**src/rtl/cache_pkg.sv**
```systemverilog
// Shared types and helpers for the cache line refill controller:
// FSM state encoding, line geometry derivation and memory address composition.
package cache_pkg;

  typedef enum logic [2:0] {
    IDLE     = 3'd0,
    WB_SETUP = 3'd1,
    WB_REQ   = 3'd2,
    FILL     = 3'd3,
    CLEAN    = 3'd4,
    DONE     = 3'd5
  } state_e;

  // Width of the word offset within a line (line bytes -> 32-bit words).
  function automatic int calc_off_w(input int line_width);
    return line_width - 2;
  endfunction

  // Number of 32-bit words per line.
  function automatic int calc_words(input int line_width);
    return 1 << (line_width - 2);
  endfunction

  // Byte address {tag, index, word, 2'b00}; fields arrive zero-extended.
  function automatic logic [31:0] compose_addr(input logic [31:0] tag,
                                               input logic [31:0] index,
                                               input logic [31:0] word,
                                               input int index_width,
                                               input int line_width);
    return (tag << (index_width + line_width)) | (index << line_width) | (word << 2);
  endfunction

endpackage

```
**src/rtl/cache_line_refill.sv**
```systemverilog
// Writeback/refill controller for a single cache line: writes a dirty victim
// back word by word, then refills from memory (miss) or clears dirty (flush).
module cache_line_refill
  import cache_pkg::*;
#(
  parameter  int CACHE_LINE_WIDTH = 6,
  parameter  int TAG_WIDTH        = 20,
  parameter  int INDEX_WIDTH      = 6,
  localparam int OFF_W            = calc_off_w(CACHE_LINE_WIDTH)
) (
  input  logic                   nrst,
  input  logic                   clk,
  input  logic                   req_valid,
  output logic                   req_ready,
  input  logic                   req_flush,
  input  logic [TAG_WIDTH-1:0]   req_tag,
  input  logic [INDEX_WIDTH-1:0] req_index,
  output logic                   done,
  input  logic [TAG_WIDTH-1:0]   line_rd_tag,
  output logic [OFF_W-1:0]       line_rd_off,
  input  logic [31:0]            line_rd_data,
  input  logic                   line_rd_dirty,
  input  logic                   line_rd_valid,
  output logic                   line_wr_write,
  output logic [TAG_WIDTH-1:0]   line_wr_tag,
  output logic [OFF_W-1:0]       line_wr_off,
  output logic [31:0]            line_wr_data,
  output logic [3:0]             line_wr_byte_enable,
  output logic                   line_wr_dirty,
  output logic                   line_wr_valid,
  output logic [31:0]            mem_addr,
  output logic                   mem_rd,
  output logic                   mem_wr,
  output logic [31:0]            mem_wdata,
  input  logic [31:0]            mem_rdata,
  input  logic                   mem_ack
);

  localparam int               N    = calc_words(CACHE_LINE_WIDTH);
  localparam logic [OFF_W-1:0] LAST = OFF_W'(N - 1);

  if (TAG_WIDTH + INDEX_WIDTH + CACHE_LINE_WIDTH != 32) begin : g_width_check
    $error("cache_line_refill: TAG_WIDTH + INDEX_WIDTH + CACHE_LINE_WIDTH must equal 32");
  end

  state_e                 state_q, state_d;
  logic [OFF_W-1:0]       cnt_q, cnt_d;
  logic                   flush_q, flush_d;
  logic [TAG_WIDTH-1:0]   tag_q, tag_d;
  logic [TAG_WIDTH-1:0]   victim_q, victim_d;
  logic [INDEX_WIDTH-1:0] index_q, index_d;

  logic [31:0] victim_addr;
  logic [31:0] refill_addr;

  assign victim_addr = compose_addr(32'(victim_q), 32'(index_q), 32'(cnt_q),
                                    INDEX_WIDTH, CACHE_LINE_WIDTH);
  assign refill_addr = compose_addr(32'(tag_q), 32'(index_q), 32'(cnt_q),
                                    INDEX_WIDTH, CACHE_LINE_WIDTH);

  // State, word counter and request capture registers.
  always_ff @(posedge clk or negedge nrst) begin
    if (!nrst) begin
      state_q  <= IDLE;
      cnt_q    <= '0;
      flush_q  <= 1'b0;
      tag_q    <= '0;
      victim_q <= '0;
      index_q  <= '0;
    end else begin
      state_q  <= state_d;
      cnt_q    <= cnt_d;
      flush_q  <= flush_d;
      tag_q    <= tag_d;
      victim_q <= victim_d;
      index_q  <= index_d;
    end
  end

  // Next-state, counter and output decode.
  always_comb begin
    state_d             = state_q;
    cnt_d               = cnt_q;
    flush_d             = flush_q;
    tag_d               = tag_q;
    victim_d            = victim_q;
    index_d             = index_q;
    req_ready           = 1'b0;
    done                = 1'b0;
    line_rd_off         = '0;
    line_wr_write       = 1'b0;
    line_wr_tag         = '0;
    line_wr_off         = '0;
    line_wr_data        = 32'h0000_0000;
    line_wr_byte_enable = 4'b0000;
    line_wr_dirty       = 1'b0;
    line_wr_valid       = 1'b0;
    mem_addr            = 32'h0000_0000;
    mem_rd              = 1'b0;
    mem_wr              = 1'b0;
    mem_wdata           = 32'h0000_0000;

    case (state_q)
      IDLE: begin
        req_ready = 1'b1;
        if (req_valid) begin
          flush_d  = req_flush;
          tag_d    = req_tag;
          index_d  = req_index;
          victim_d = line_rd_tag;
          cnt_d    = '0;
          if (line_rd_valid && line_rd_dirty) begin
            state_d = WB_SETUP;
          end else if (!req_flush) begin
            state_d = FILL;
          end else begin
            state_d = DONE;
          end
        end else begin
          state_d = IDLE;
        end
      end

      WB_SETUP: begin
        line_rd_off = cnt_q;
        state_d     = WB_REQ;
      end

      WB_REQ: begin
        // Offset stays put so the registered read data remains valid until ack.
        line_rd_off = cnt_q;
        mem_wr      = 1'b1;
        mem_addr    = victim_addr;
        mem_wdata   = line_rd_data;
        if (mem_ack) begin
          if (cnt_q == LAST) begin
            cnt_d   = '0;
            state_d = flush_q ? CLEAN : FILL;
          end else begin
            cnt_d   = cnt_q + OFF_W'(1);
            state_d = WB_SETUP;
          end
        end else begin
          state_d = WB_REQ;
        end
      end

      FILL: begin
        mem_rd   = 1'b1;
        mem_addr = refill_addr;
        if (mem_ack) begin
          line_wr_write       = 1'b1;
          line_wr_off         = cnt_q;
          line_wr_data        = mem_rdata;
          line_wr_byte_enable = 4'b1111;
          line_wr_tag         = tag_q;
          line_wr_dirty       = 1'b0;
          line_wr_valid       = (cnt_q == LAST);
          if (cnt_q == LAST) begin
            cnt_d   = '0;
            state_d = DONE;
          end else begin
            cnt_d   = cnt_q + OFF_W'(1);
            state_d = FILL;
          end
        end else begin
          state_d = FILL;
        end
      end

      CLEAN: begin
        line_wr_write       = 1'b1;
        line_wr_byte_enable = 4'b0000;
        line_wr_tag         = victim_q;
        line_wr_dirty       = 1'b0;
        line_wr_valid       = 1'b1;
        state_d             = DONE;
      end

      DONE: begin
        done    = 1'b1;
        state_d = IDLE;
      end

      default: begin
        cnt_d   = '0;
        state_d = IDLE;
      end
    endcase
  end

endmodule
```
**config.mk**
```make
export PLATFORM = sky130hd
export DESIGN_NAME = cache_line_refill
export DESIGN_NICKNAME = d
export VERILOG_FILES = /design/src/rtl/cache_pkg.sv /design/src/rtl/cache_line_refill.sv
export SDC_FILE = /design/constraint.sdc
export NUM_CORES = 1
export LEC_CHECK = 0
export BUFFER_PORTS_ARGS = -buffer_cell sky130_fd_sc_hd__buf_2
export CORE_MARGIN = 5
export CORE_UTILIZATION = 44
export CTS_CLUSTER_DIAMETER = 100
export DETAILED_ROUTE_END_ITERATION = 12
export HOLD_SLACK_MARGIN = 0.1
export PLACE_DENSITY = 0.87
export SYNTH_ARGS = -nofsm -noshare
export SYNTH_HDL_FRONTEND = slang
export SYNTH_SLANG_ARGS = --single-unit
export TNS_END_PERCENT = 20
```
**constraint.sdc**
```tcl
create_clock -name clk -period 5 [get_ports clk]
set_input_delay 1 -clock clk [delete_from_list [all_inputs] [get_ports clk]]
set_output_delay 1 -clock clk [all_outputs]
set_load 0.03 [all_outputs]
```
==> flow_summary.yaml <==
sta:
  tns_ps: 0
  slew_violations: 0
  slew_headroom_pct: 21.5
  period_share_pct: 72.6
  max_freq_mhz: 275
  worst_pin_slew_ps: 1180
  finalHoldViolCount: 0
  rsz0062_at_grt: "false"
  setup_violations: 0
  final.setup_skew_ps: 9.14
  fin_crit_ps: 3630
cts:
  clock_path_buffers: 2
  cts_root_buf: "clkbuf_8"
  cts_buffers: 5
  hold_buffers: 0
  clock-sinks: 54
  cts_resized: 0
  clock_latency_ps: 300
  cts_tree: "done"
  postCtsSetupRepairBufs: 0
  clk_pin_slew_ps: 100
  htreeDepth: 2
critical_path:
  path_class: "primary input to primary output"
  crit_required_ps: 4000
  crit_fanout: 62
  endpoint_kind: "primary output"
  crit_path_start_kind: "primary input"
  critPathArrivalTime_ps: 2630
floorplanning:
  placementRows: 32
  start_util_pct: 44.7
  die_y_microns: 98.1
  dieArea_sq_um: 9630
  ios: 252
  die_w_microns: 98.1
  design.core.area_sq_um: 7650
cells_and_area:
  diodes: 0
  area_growth_pct: 37.4
  final_cell_mix: "248 x buf_2, 140 x nand2_1, 54 x dfrtp_1, 47 x and2_1, 34 x and3_1"
  layout_commonest_cell: "buf_2"
  num-nets-final: 765
  drive_gt1_share_pct: 41.2
yosys:
  ys_types: 40
  synth.avg_cell_area_sq_um: 8.04
  ys_seq_area_share_pct: 39.5
  ys_ff_latch: 54
  synth_top_area_share_pct: 39.5
  syn_area_sq_um: 3420
  synth_top_area_cell: "dfrtp_1"
  synth_warnings: 0
  syn-instance-count: 425
  yosys-top-cells-area: "dfrtp_1 40%, nand2_1 15%, and2_1 8.6%"
power_and_ir_drop:
  p_leak_nw: 3.00
  power.total_w: 0.00308
  p_sw_w: 0.00171
  seqPwrFrac_pct: 26.9
  peakVddDrop_uv: 335
  pwr-share-clk_pct: 9.5
  pwr-share-comb_pct: 63.6
  power_density_nw_per_um2: 657
  switching_share_pct: 55.3
  intPower_w: 0.00138
placement:
  gp_congestion: 1.01
  dp.final_hpwl_mm: 10.2
  portBuffers: 248
global_route:
  grt_pass1_wl_mm: 20.5
  gr-total-overflow: 0
  grt_max_degree: 63
  antenna_found_initial: 0
  groute.usage.overall_pct: 26.6
  grt_pass1_vias: 3770
detailed_routing:
  drt-pass1-iter-count: 5
  antenna_left: 0
  drt_iter0_drc: 226
  viasPerCell: 5.10
  drt_wl_total_mm: 13.3
  wl_per_cell_microns: 17.8
  drc: 0
  vias: 3823
hold_path:
  hp-class: "flop to flop"
outcome:
  status: "finished clean"
job:
  drv_cap: 0
-- cells in the mapped netlist --
cell and count:
or2_2 1, nand3_1 7, nand2_1 140, o32a_1 1, a21boi_0 1, clkbuf_1 14
dfrtp_1 54, or4b_1 1, nand4_1 1, nor4_1 1, clkbuf_2 1, buf_4 9
and4b_1 2, a22o_1 20, nor2_1 25, a21oi_2 1, and3_1 34, and2_1 47
nand2b_1 1, nor3b_1 1, and3b_1 1, xnor2_1 1, conb_1 1, nor3_1 3
a21o_1 1, a221o_1 1, o41ai_1 1, o21ai_0 5, nor4b_4 1, o21ai_1 1
a21oi_1 1, ha_1 1, nor2b_1 1, a311oi_1 1, a211o_1 1, a2bb2oi_1 1
buf_6 8, buf_2 8, mux2i_1 20, inv_1 5
-- worst max-delay path, stage by stage --
cell and delay [ps]:
buf_2 160, and4b_2 940, and2_1 300, buf_2 220
-- worst paths after layout --
path | startpoint | end | slack (ps) | cells after the start
min in group asynchronous | nrst | victim_q[10] | 820 | 2
setup reg to reg | state_q[0] | state_q[1] | 2480 | 4
setup / recovery | mem_ack | line_wr_data[27] | 1370 | 4
max in group asynchronous | nrst | cnt_q[1] | 3730 | 2
hold / removal | index_q[1] | index_q[1] | 480 | 2
hold reg to reg | index_q[1] | index_q[1] | 480 | 2
-- logic make-up after synthesis --
family | synth area share, %
flip-flops | 39.5
AO/OA/AOI/OAI | 8.46
AND/OR/NAND/NOR | 37.4
buffers and inverters | 8.02
XOR/XNOR | 0.256
multiplexers | 5.86
adder cells (fa/ha/maj) | 0.366
other | 0.110
-- per-layer routing --
| metal | global-route usage (%) | vias to the layer above | share of wire, % |
|---|---|---|---|
| met5 | 0 | - | 0 |
| met4 | 11.9 | 0 | 4.6 |
| met3 | 6.29 | 34 | 7.2 |
| met2 | 46.4 | 183 | 51 |
| met1 | 31.0 | 1784 | 37 |
| li1 | - | 1822 | - |
-- per-stage QoR --
stage	hold slack, ps	std cells	area, sq um	worst slack, ps	util, %
finish	485	750	4690	1370	61.4
global route	516	750	4690	1200	61.4
CTS	485	750	4690	1390	61.4
detailed placement	460	742	4580	1390	59.9
global placement	453	742	4580	1460	59.9
floorplan	437	427	3420	1730	-
-- power by group through the flow --
stage | Clock [W] | Sequential [W] | Combinational (W)
2_1_floorplan | 0 | 0.000762 | 0.00149
3_3_place_gp | 0 | 0.000820 | 0.00193
3_5_place_dp | 0 | 0.000826 | 0.00197
4_1_cts | 0.000302 | 0.000822 | 0.00197
5_1_grt | 0.000321 | 0.000853 | 0.00211
6_report | 0.000294 | 0.000828 | 0.00196
-- layout make-up --
type	instances	area [sq um]
flip-flops and latches	54	1350
repair buffers	253	1280
inverters	5	18.8
clock buffers	6	72.6
well taps	102	128
fillers	713	2950
clock inverters	2	37.5
multi-input cells	328	1810
-- sequential cells by signal, indices dropped and copies added (netlist names) --
signal,count
cnt_q,4
flush_q,1
index_q,6
state_q,3
tag_q,20
victim_q,20
(Power assumes the default switching activity.)
